===== src/rtl/rx_byte_fifo.sv =====
// rx_byte_fifo
// ------------
// Receive-side byte buffer placed directly after the UART receiver. Every
// cycle doneIn is high is one write request for byteIn. Bytes sit in a
// circular buffer and are offered to the consumer through a
// first-word-fall-through valid/ready port. A byte that arrives while the
// buffer is full, with no pop in the same cycle, is discarded. That event
// raises the sticky overflow flag.
//
// Ports
//   clk            system clock, all logic on the rising edge
//   rst            synchronous active-high reset (pointers, overflow)
//   byteIn         received byte, qualified by doneIn
//   doneIn         receiver done strobe, one write request per high cycle
//   rdData         head byte, forced to 0 while empty
//   rdValid        buffer is non-empty
//   rdReady        consumer takes rdData this cycle
//   count          number of stored bytes, 0..DEPTH
//   full / empty   count == DEPTH / count == 0
//   overflow       sticky: a byte was dropped because the buffer was full
//   overflowClear  clears overflow at the next edge (a new drop wins)

module rx_byte_fifo #(
  parameter int DEPTH = 8,
  parameter int WIDTH = 8
) (
  input  logic                       clk,
  input  logic                       rst,
  input  logic [WIDTH-1:0]           byteIn,
  input  logic                       doneIn,
  output logic [WIDTH-1:0]           rdData,
  output logic                       rdValid,
  input  logic                       rdReady,
  output logic [$clog2(DEPTH):0]     count,
  output logic                       full,
  output logic                       empty,
  output logic                       overflow,
  input  logic                       overflowClear
);

  localparam int AW = $clog2(DEPTH);
  localparam int PW = AW + 1;
  localparam logic [PW-1:0] DEPTH_P = PW'(DEPTH);

  // Pointers carry one extra bit so that full and empty stay distinct.
  // They wrap modulo 2*DEPTH through plain unsigned overflow.
  logic [PW-1:0]    wr_ptr;
  logic [PW-1:0]    rd_ptr;
  logic [WIDTH-1:0] mem [DEPTH];

  logic             pop;
  logic             wr_en;
  logic             ovf_evt;
  logic [AW-1:0]    wr_idx;
  logic [AW-1:0]    rd_idx;

  // Status and read port: combinational from registered state
  always_comb begin
    count   = wr_ptr - rd_ptr;
    full    = (count == DEPTH_P);
    empty   = (count == '0);
    rdValid = !empty;
    wr_idx  = wr_ptr[AW-1:0];
    rd_idx  = rd_ptr[AW-1:0];
    rdData  = empty ? '0 : mem[rd_idx];
  end

  // A pop in the same cycle frees the head slot. That lets a write at full
  // proceed. The slot being written is then the one the pop vacates.
  always_comb begin
    pop     = rdValid && rdReady;
    wr_en   = doneIn && (!full || pop);
    ovf_evt = doneIn && full && !pop;
  end

  // Control state: pointers and sticky overflow
  always_ff @(posedge clk) begin
    if (rst) begin
      wr_ptr   <= '0;
      rd_ptr   <= '0;
      overflow <= 1'b0;
    end else begin
      if (wr_en) wr_ptr <= wr_ptr + 1'b1;
      if (pop)   rd_ptr <= rd_ptr + 1'b1;
      // Set has priority over clear
      if (ovf_evt)            overflow <= 1'b1;
      else if (overflowClear) overflow <= 1'b0;
    end
  end

  // Storage: contents are not reset. Writes are gated off during reset, so a
  // byte offered in that cycle is never captured.
  always_ff @(posedge clk) begin
    if (wr_en && !rst) mem[wr_idx] <= byteIn;
  end

endmodule


===== config.mk =====
export PLATFORM = sky130hd
export DESIGN_NAME = rx_byte_fifo
export DESIGN_NICKNAME = d
export VERILOG_FILES = /design/src/rtl/rx_byte_fifo.sv
export SDC_FILE = /design/constraint.sdc
export NUM_CORES = 1
export LEC_CHECK = 0
export CAP_MARGIN = 25
export CORE_MARGIN = 2
export CORE_UTILIZATION = 51
export CTS_BUF_LIST = sky130_fd_sc_hd__clkbuf_4 sky130_fd_sc_hd__clkbuf_8 sky130_fd_sc_hd__clkbuf_16
export DETAILED_ROUTE_END_ITERATION = 6
export PLACE_DENSITY = 0.75
export SYNTH_ARGS = -nofsm -noshare
export SYNTH_HDL_FRONTEND = slang
export SYNTH_SLANG_ARGS = --single-unit
export TNS_END_PERCENT = 1

===== constraint.sdc =====
create_clock -name clk -period 3 [get_ports clk]
set_clock_uncertainty 0.1 [all_clocks]
set_input_delay 0.45 -clock clk [delete_from_list [all_inputs] [get_ports clk]]
set_output_delay 0.45 -clock clk [all_outputs]
set_load 0.005 [all_outputs]

==> flow_summary.json <==
{
  "wl_per_cell_um": 18.0,
  "min_period_over_period": 0.976,
  "die_area_um2": 6850,
  "cp_slowest_cell": "or3_4",
  "placed_cells": 304,
  "core_um2": 5960,
  "syn-num-nets": 205,
  "drc_errors": 0,
  "final_cell_mix": "edfxtp_1 (64), buf_4 (25), clkdlybuf4s50_1 (17)",
  "cp_data_required_time_ns": 2.45,
  "ctsHtreeMaxLevel": 3,
  "holdWs_ns": 0.386,
  "grt_overflow": 0,
  "setup_ws_ns": 0.0727,
  "outcome": "finished, final reports clean",
  "period_minus_slack_ns": 2.93,
  "crit_fanout": 4,
  "grtUsageTotal": 0.192,
  "setup_viol": 0,
  "synth_edf_count": 64,
  "port_buffers": 28,
  "fin_nets": 265,
  "viasPerCell": 5.49,
  "path_cells": "inv_2 > ha_4 > inv_1 > fa_2 > xor2_2 > or3_4 > a21oi_4 > buf_6 > buf_16 > nor2_1 > clkbuf_2",
  "slew_headroom": 0.556,
  "synth-main-ff-cell": "edfxtp_1",
  "grt_start_max_net_pins": 17,
  "clk_latency_ns": 0.34,
  "post-place-ws_ns": -0.00826,
  "drt-initial-drc-count": 123,
  "min_path_type": "flip-flop to flip-flop",
  "hpwl_um": 3870,
  "synth_area_per_cell_um2": 17.0,
  "root_buffer": "clkbuf_8",
  "grt_pass1_vias": 1761,
  "yosysSeqAreaShare": 0.684,
  "final_antenna_net_count": 0,
  "slew_viol_final": 0,
  "synthArstFlopShare": 0,
  "fp-row-count": 28,
  "cap_violations": 0,
  "clockBufferDepth": 2,
  "io_pins": 29,
  "ctsHoldBuffers": 0,
  "netlist_instances": 186,
  "dieWidth_um": 82.7,
  "syn2layout_area_growth_pct": 25.3,
  "chipHeight_um": 82.7,
  "rsz0062_at_grt": "yes",
  "cts_tree": "yes",
  "cp.arrival_ns": 2.38,
  "cp-start-kind": "flip-flop",
  "antenna_found_initial": 0,
  "ys_seq_elements": 76,
  "finalHoldViolations": 0,
  "finalSetupTns_ns": 0,
  "wl_um": 5880,
  "end_kind": "primary output",
  "max_freq_mhz": 342,
  "ys_types": 34,
  "num_vias": 1790,
  "drive_above_1_share": 0.343,
  "antenna-diode-count": 0,
  "worstMarginPinSlew_ns": 0.660,
  "first_pass_iters": 4,
  "cts_sinks": 76,
  "clk_pin_slew_worst_paths_ns": 0.07,
  "leakagePower_nw": 1.36,
  "start_util": 0.531,
  "place_congestion": 0.786,
  "ir_drop_v": 0.000526,
  "crit_type": "flip-flop to primary output",
  "total_power_w": 0.00358,
  "instances_no_fill": 326,
  "numCtsBuffers": 9,
  "synth_warnings": 0,
  "grt_pass1_wl_um": 9090,
  "critPathMaxStageDelay_ns": 0.39,
  "p_per_area_nw_per_um2": 903,
  "syn-cell-area_um2": 3160,
  "mostFrequentLayoutCell": "edfxtp_1"
}
layer usage:
metal / share of wire / up-vias / global-route usage
met5: 0 / - / 0
met4: 0.011 / 0 / 0.0639
met3: 0.037 / 7 / 0.0457
met2: 0.48 / 31 / 0.299
met1: 0.47 / 903 / 0.269
li1: - / 849 / -
layout make-up:
| cell class | instances | area (um^2) |
|---|---|---|
| Multi-Input combinational cell | 92 | 985 |
| Fill cell | 421 | 1990 |
| Clock inverter | 6 | 40.0 |
| Sequential cell | 76 | 2160 |
| Clock buffer | 10 | 131 |
| Timing Repair Buffer | 58 | 514 |
| Inverter | 9 | 33.8 |
| Tap cell | 75 | 93.8 |
cell families (layout without fill, tap and decap cells):
family,Yosys count,count (layout),synth area share
mux,27,27,0.150
simple gates,40,40,0.0724
fa+ha+maj,6,6,0.0261
flops,76,76,0.684
compound gates,16,16,0.0344
buf+inv,18,83,0.0253
xor+xnor,3,3,0.00831
power by group:
| part | internal, W | switching (W) | leakage, nW |
|---|---|---|---|
| clock | 0.000308 | 0.000359 | 0.0814 |
| combinational | 0.000956 | 0.000721 | 0.599 |
| sequential | 0.00121 | 0.0000268 | 0.676 |
| total | 0.00247 | 0.00111 | 1.36 |
synthesized netlist by cell type (all sizes together) (3+ instances only):
cell | instances | area (um^2)
nand2 | 3 | 11.3
mux2i | 9 | 90.1
ha | 5 | 62.6
dfxtp | 12 | 240
mux4 | 16 | 360
o21ai | 5 | 25.0
a21oi | 9 | 48.8
edfxtp | 64 | 1920
buf | 7 | 38.8
nor4 | 3 | 18.8
or3 | 5 | 36.3
nor2 | 14 | 52.6
inv | 9 | 33.8
nor4b | 3 | 26.3
state kept, by name (all words and copies together) (netlist names), named ones only:
signal	count
mem	64
rd_ptr	4
wr_ptr	4
overflow	1
what timing repair did:
action                                  in CTS  in global routing
endpoints found under the setup margin      15                 18
gates resized for setup                     36                 10
gates cloned                                 2                  0
buffers inserted                             4                  1
pin swaps                                    2                  2
worst max-delay path, delay by kind of cell (launching register included):
family	cells	cell delay, ns
fa+ha+maj	2	0.47
simple gates	2	0.43
flops	1	0.33
buf+inv	5	0.49
xor+xnor	1	0.15
compound gates	1	0.16
through the flow:
stage               instance area, um^2  utilization
finish                             3960        0.665
global route                       3960        0.665
CTS                                4000        0.671
detailed placement                 3700        0.621
global placement                   3700        0.621
floorplan                          3170            -
path summary, 6_finish.rpt:
kind,end,slack [ns],cells past startpoint,startpoint
max reg2reg,mem[4][5],0.17,10,wr_ptr[0]
max,rdData[5],0.07,11,wr_ptr[0]
min,overflow,0.39,2,overflow
min reg2reg,overflow,0.39,2,overflow
(Power assumes the default switching activity.)
